==> config.mk <==
export PLATFORM = sky130hd
export DESIGN_NAME = fan_speed_ctrl
export DESIGN_NICKNAME = d
export VERILOG_FILES = /design/src/rtl/fan_speed_ctrl_pkg.sv /design/src/rtl/fan_speed_ctrl_step_timer.sv /design/src/rtl/fan_speed_ctrl.sv
export SDC_FILE = /design/constraint.sdc
export NUM_CORES = 1
export LEC_CHECK = 0
export CAP_MARGIN = 20
export CORE_MARGIN = 5
export CORE_UTILIZATION = 63
export CTS_CLUSTER_DIAMETER = 100
export DETAILED_ROUTE_END_ITERATION = 7
export GPL_TIMING_DRIVEN = 1
export PLACE_DENSITY = 0.85
export RECOVER_POWER = 50
export REMOVE_ABC_BUFFERS = 1
export SLEW_MARGIN = 0
export SYNTH_ARGS = -nofsm -noshare
export SYNTH_HDL_FRONTEND = slang
export SYNTH_SLANG_ARGS = --single-unit
==> constraint.sdc <==
create_clock -name clk -period 9.3 [get_ports clk]
set_input_delay 1.86 -clock clk [delete_from_list [all_inputs] [get_ports clk]]
set_output_delay 1.86 -clock clk [all_outputs]
set_load 0.01 [all_outputs]
==> src/rtl/fan_speed_ctrl_pkg.sv <==
// Shared definitions for the fan speed sequencer: state encoding,
// default duty constants and the target clamp rule.
package fan_speed_ctrl_pkg;

  typedef enum logic [2:0] {
    ST_IDLE  = 3'd0,
    ST_KICK  = 3'd1,
    ST_RAMP  = 3'd2,
    ST_HOLD  = 3'd3,
    ST_FAULT = 3'd4
  } state_e;

  localparam logic [7:0] MIN_SPEED_DEF  = 8'd64;
  localparam logic [7:0] KICK_SPEED_DEF = 8'd255;

  // Zero stays zero (stop); small non-zero requests are raised to the
  // lowest duty at which the fan keeps turning.
  function automatic logic [7:0] clamp_tgt(input logic [7:0] t, input logic [7:0] min_spd);
    if (t == 8'd0) begin
      return 8'd0;
    end else if (t < min_spd) begin
      return min_spd;
    end else begin
      return t;
    end
  endfunction

endpackage

==> src/rtl/fan_speed_ctrl_step_timer.sv <==
// fan_step_timer: modulo-MOD cycle counter with synchronous clear.
// tick is high in the last cycle of each period, so the owner acts on
// the same edge at which the counter wraps.
module fan_step_timer #(
  parameter int unsigned MOD = 256
) (
  input  logic clk,
  input  logic arst,
  input  logic clr,
  input  logic en,
  output logic tick
);

  localparam int unsigned CW = (MOD > 1) ? $clog2(MOD) : 1;

  logic [CW-1:0] cnt_q;
  logic [CW-1:0] cnt_d;

  assign tick = en && !clr && (cnt_q == CW'(MOD - 1));

  // Next count: clear wins, otherwise advance and wrap while enabled
  always_comb begin
    cnt_d = cnt_q;
    if (clr) begin
      cnt_d = '0;
    end else if (en) begin
      cnt_d = tick ? '0 : cnt_q + 1'b1;
    end
  end

  // Counter register
  always_ff @(posedge clk or posedge arst) begin
    if (arst) begin
      cnt_q <= '0;
    end else begin
      cnt_q <= cnt_d;
    end
  end

endmodule

==> src/rtl/fan_speed_ctrl.sv <==
// fan_speed_ctrl: kicks a stopped fan at full duty, then slews the PWM
// duty word one LSB per STEP_DIV cycles toward the accepted target.
// Optional tach-loss monitor enabled with `define FAN_TACH_EN.
module fan_speed_ctrl
  import fan_speed_ctrl_pkg::*;
#(
  parameter int unsigned STEP_DIV     = 256,
  parameter int unsigned KICK_CYCLES  = 1024,
  parameter logic [7:0]  KICK_SPEED   = KICK_SPEED_DEF,
  parameter logic [7:0]  MIN_SPEED    = MIN_SPEED_DEF,
  parameter int unsigned TACH_TIMEOUT = 65535
) (
  input  logic       clk,
  input  logic       arst,
  input  logic       enable,
  input  logic       tgt_valid,
  output logic       tgt_ready,
  input  logic [7:0] tgt_speed,
  input  logic       tach,
  output logic [7:0] speed,
  output logic       busy,
  output logic       fault
);

  state_e     state_q, state_d;
  logic [7:0] speed_q, speed_d;
  logic [7:0] tgt_q, tgt_d;
  logic       busy_q, busy_d;
  logic       accept;
  logic       step_tick, kick_tick;
  logic       step_clr, kick_clr;
  logic       tach_timeout;

  assign tgt_ready = enable && (state_q != ST_KICK) && (state_q != ST_FAULT);
  assign accept    = tgt_valid && tgt_ready;
  assign speed     = speed_q;
  assign busy      = busy_q;

  // Both timers sit at zero outside their own state, so every entry starts a fresh period
  assign step_clr = !enable || (state_q != ST_RAMP);
  assign kick_clr = !enable || (state_q != ST_KICK);

  fan_step_timer #(.MOD(STEP_DIV)) u_step_timer (
    .clk  (clk),
    .arst (arst),
    .clr  (step_clr),
    .en   (state_q == ST_RAMP),
    .tick (step_tick)
  );

  fan_step_timer #(.MOD(KICK_CYCLES)) u_kick_timer (
    .clk  (clk),
    .arst (arst),
    .clr  (kick_clr),
    .en   (state_q == ST_KICK),
    .tick (kick_tick)
  );

`ifdef FAN_TACH_EN
  localparam int unsigned TW = $clog2(TACH_TIMEOUT + 1);

  logic [TW-1:0] tach_cnt_q, tach_cnt_d;
  logic          tach_prev_q, tach_prev_d;
  logic          fault_q, fault_d;
  logic          tach_mon;

  assign tach_mon     = (state_q == ST_RAMP) || (state_q == ST_HOLD);
  assign tach_timeout = tach_mon && (tach_cnt_q == TW'(TACH_TIMEOUT));
  assign tach_prev_d  = tach;
  assign fault_d      = (state_d == ST_FAULT);
  assign fault        = fault_q;

  // Cycles since the last tach rising edge; restarts on any state change
  always_comb begin
    tach_cnt_d = tach_cnt_q;
    if (!tach_mon || (state_d != state_q) || (tach && !tach_prev_q)) begin
      tach_cnt_d = '0;
    end else if (tach_cnt_q != TW'(TACH_TIMEOUT)) begin
      tach_cnt_d = tach_cnt_q + 1'b1;
    end
  end

  // Tach monitor registers
  always_ff @(posedge clk or posedge arst) begin
    if (arst) begin
      tach_cnt_q  <= '0;
      tach_prev_q <= 1'b0;
      fault_q     <= 1'b0;
    end else begin
      tach_cnt_q  <= tach_cnt_d;
      tach_prev_q <= tach_prev_d;
      fault_q     <= fault_d;
    end
  end
`else
  localparam int unsigned tach_timeout_unused = TACH_TIMEOUT;
  logic tach_unused;

  assign tach_unused  = tach;
  assign tach_timeout = 1'b0;
  assign fault        = 1'b0;
`endif

  // Next state, duty word and target register
  always_comb begin
    state_d = state_q;
    speed_d = speed_q;
    tgt_d   = tgt_q;
    if (state_q == ST_FAULT) begin
      speed_d = 8'hFF;
    end else if (tach_timeout) begin
      state_d = ST_FAULT;
      speed_d = 8'hFF;
    end else if (!enable) begin
      state_d = ST_IDLE;
      speed_d = 8'd0;
      tgt_d   = 8'd0;
    end else begin
      if (accept) begin
        tgt_d = clamp_tgt(tgt_speed, MIN_SPEED);
      end
      case (state_q)
        ST_IDLE: begin
          speed_d = 8'd0;
          if (accept && (tgt_d != 8'd0)) begin
            state_d = ST_KICK;
            speed_d = KICK_SPEED;
          end
        end
        ST_KICK: begin
          speed_d = KICK_SPEED;
          if (kick_tick) begin
            speed_d = MIN_SPEED;
            state_d = (tgt_q == MIN_SPEED) ? ST_HOLD : ST_RAMP;
          end
        end
        ST_RAMP: begin
          if (step_tick) begin
            if ((tgt_q == 8'd0) && (speed_q == MIN_SPEED)) begin
              speed_d = 8'd0;
              state_d = ST_IDLE;
              if (accept && (tgt_d != 8'd0)) begin
                state_d = ST_KICK;
                speed_d = KICK_SPEED;
              end
            end else if (speed_q < tgt_q) begin
              speed_d = speed_q + 8'd1;
            end else if (speed_q > tgt_q) begin
              speed_d = speed_q - 8'd1;
            end
          end
          if ((state_d == ST_RAMP) && (speed_d == tgt_d)) begin
            state_d = ST_HOLD;
          end
        end
        ST_HOLD: begin
          if (accept && (tgt_d != speed_q)) begin
            state_d = ST_RAMP;
          end
        end
        default: begin
          state_d = ST_IDLE;
          speed_d = 8'd0;
        end
      endcase
    end
    busy_d = (state_d == ST_KICK) || (state_d == ST_RAMP);
  end

  // Control and output registers
  always_ff @(posedge clk or posedge arst) begin
    if (arst) begin
      state_q <= ST_IDLE;
      speed_q <= 8'd0;
      tgt_q   <= 8'd0;
      busy_q  <= 1'b0;
    end else begin
      state_q <= state_d;
      speed_q <= speed_d;
      tgt_q   <= tgt_d;
      busy_q  <= busy_d;
    end
  end

endmodule

==> impl_metrics.env <==
export IMPL_status="finished with violations"
export IMPL_violations="capacitance limit, slew limit"
export IMPL_cts_made_buffers=5
export IMPL_finalCritPeriodShare=0.5732
export IMPL_synth_top_area_cell="dfrtp_1"
export IMPL_fp_dieH_um=79.00
export IMPL_antenna_cells=0
export IMPL_grt_max_degree=39
export IMPL_cts_max_level=2
export IMPL_end_kind="primary output"
export IMPL_min_path_type="register to register"
export IMPL_cp_max_fo=11
export IMPL_r2r_start="state_q[0]$_DFF_PP0_"
export IMPL_min_from="u_kick_timer.cnt_q[0]$_DFFE_PP0P_"
export IMPL_seq_area_um2=950.9
export IMPL_hold_depth=1
export IMPL_powerDensity_nw_per_um2=139.1
export IMPL_setup_violations_final=0
export IMPL_layout_common_cells="48 x nor2_1, 38 x dfrtp_1, 31 x nand2_1, 24 x a21oi_1, 19 x clkdlybuf4s50_1"
export IMPL_start_util=0.6435
export IMPL_whs_ns=0.5005
export IMPL_p_leak_uw=0.001303
export IMPL_cts_resized_gates=0
export IMPL_finalMaxSlewViolations=39
export IMPL_path_clk_slew_ns=0.07
export IMPL_postRouteAntennaNets=0
export IMPL_cts_root_buffer="clkbuf_8"
export IMPL_drc=0
export IMPL_ys_seq_area_frac=0.3171
export IMPL_critPathKind="input pin to primary output"
export IMPL_synth_compound_area_frac=0.2257
export IMPL_cts_hold_buffers=0
export IMPL_synth_edf_count=0
export IMPL_io_buffer_count=21
export IMPL_area_growth_pct=10.18
export IMPL_fmax_mhz=187.6
export IMPL_yosysWarnings=0
export IMPL_clockBufferDepth=2
export IMPL_nets=406
export IMPL_synth_distinct_cells=62
export IMPL_dp_final_hpwl_um=5800
export IMPL_via_per_inst=6.772
export IMPL_antenna_found_initial=0
export IMPL_grt_ovfl_total=0
export IMPL_multi_input_area_um2=1894
export IMPL_cts_sinks=38
export IMPL_finalSetupTns_ns=0
export IMPL_rows=25
export IMPL_synthSimpleGateAreaFrac=0.2541
export IMPL_synth_xor_area_share=0.07843
export IMPL_clock_latency_ns=0.30
export IMPL_synth_top_family_by_area="simple AND/OR/NAND/NOR gates"
export IMPL_globalplace_congestion=0.9328
export IMPL_via_count=2946
export IMPL_avgSynthCellArea_um2=8.128
export IMPL_grt_pass1_vias=2786
export IMPL_die_area_um2=6240
export IMPL_num_fill_cells=389
export IMPL_drt_pass1_iterations=7
export IMPL_ir_drop_mv=0.1034
export IMPL_synthAdderAreaFrac=0.05423
export IMPL_yosysTopAreaCellShare=0.3171
export IMPL_final_common_cell="nor2_1"
export IMPL_min_period_ns=5.330
export IMPL_routed_wl_um=7951
export IMPL_grt_use_total=0.2671
export IMPL_synthFlopType="dfrtp_1"
export IMPL_syn_area_um2=2999
export IMPL_drive_gt1_frac=0.06299
export IMPL_skew_ns=0.008252
export IMPL_max_cap_viol_count=1
export IMPL_dpl_cell_count=427
export IMPL_die_w_um=79.00
export IMPL_cp_arrival_ns=3.47
export IMPL_hold_viol_final=0
export IMPL_crit_path_start_kind="input pin"
export IMPL_cp_startpoint="enable"
export IMPL_design_core_area_um2=4661
export IMPL_ys_seq_elements=38
export IMPL_max_slew_margin=-0.3858
export IMPL_wl_per_cell_um=18.28
export IMPL_ios=24
export IMPL_syn_inst=369
export IMPL_cts_tree="built"
export IMPL_tightest_slew_ns=2.079
export IMPL_muxShareOfSynthArea=0.01794
export IMPL_post_cts_buffers=0
export IMPL_grt_pass1_wl_um=13210
export IMPL_utilization=0.7090
export IMPL_cp_required_ns=7.44
export IMPL_synth_async_reset_ratio=1.000
export IMPL_reg2reg_depth=9
export IMPL_fin_cells=435
export IMPL_detail_route_iter0_violations=368
export IMPL_rsz0062_at_grt="false"
export IMPL_synth_area_leaders="dfrtp_1 32%, nor2_1 6.0%, ha_1 5.4%"
==> registers in the layout, indices dropped and copies added, names as in the netlist <==
name                cells
u_step_timer.cnt_q      8
state_q                 3
u_kick_timer.cnt_q     10
tgt_q                   8
busy                    1
speed                   8
==> metal layers <==
layer | up-vias | GRT usage | wire length [µm]
met2 | 130 | 0.4562 | 3858
li1 | 1365 | - | -
met5 | - | 0 | 0
met4 | 0 | 0.1065 | 218
met3 | 27 | 0.04875 | 545
met1 | 1424 | 0.3328 | 3328
==> kinds of logic (layout without fill, tap and decap cells) <==
logic type	Yosys count	in the layout
xor gates and xnor gates	26	26
muxes	5	5
other	1	1
and+or+nand+nor	153	153
DFF	38	38
AOI/OAI and AO/OA	97	97
adders and majority gates	13	13
buffers and inverters	36	48
==> worst paths after layout <==
check	endpoint	slack, ns
setup / recovery	tgt_ready	3.97
hold / removal	u_kick_timer.cnt_q[0]$_DFFE_PP0P_	0.50
setup reg to reg	busy$_DFF_PP0_	5.59
hold reg to reg	u_kick_timer.cnt_q[0]$_DFFE_PP0P_	0.50
max in group asynchronous	speed[4]$_DFFE_PP0P_	5.37
min in group asynchronous	state_q[2]$_DFF_PP0_	2.75
==> synthesized netlist by cell type, drive strengths merged, types with 8 or more instances <==
cell type  number
and3            8
dfrtp          38
inv            17
ha             13
buf             9
xnor2          13
nand2          32
nand3          16
clkbuf          9
nor4           10
nand4           9
xor2           13
o21ai          17
nor2           48
a21oi          26
==> final cells by class <==
| type | count | share of cell area |
|---|---|---|
| clock buffers | 6 | 0.02196 |
| clock inverters | 2 | 0.01136 |
| inverters | 18 | 0.02045 |
| multi-input cells | 295 | 0.5733 |
| flip-flops and latches | 38 | 0.2878 |
| well taps | 54 | 0.02045 |
| repair buffers | 22 | 0.06475 |
==> critical path: stages <==
cell and delay, ns:
dlygate4sd3_1 0.76, inv_1 0.16, a21oi_1 0.14, clkdlybuf4s50_1 0.55
==> power breakdown <==
group | total [µW] | switching [µW] | internal, µW
Sequential | 186 | 15.6 | 171
Clock | 142 | 62.2 | 80.0
Combinational | 131 | 78.5 | 52.8
Total | 460 | 156 | 303
==> per-stage QoR <==
step	total power, µW	worst slack (ns)	instance area (µm²)
floorplan	273.8	5.327	2913
global placement	312.9	4.026	3198
detailed placement	316.2	4.055	3198
CTS	457.2	4.039	3308
global route	482.6	3.892	3304
finish	459.7	3.970	3304
No activity file was read; power rests on OpenSTA's default activity.
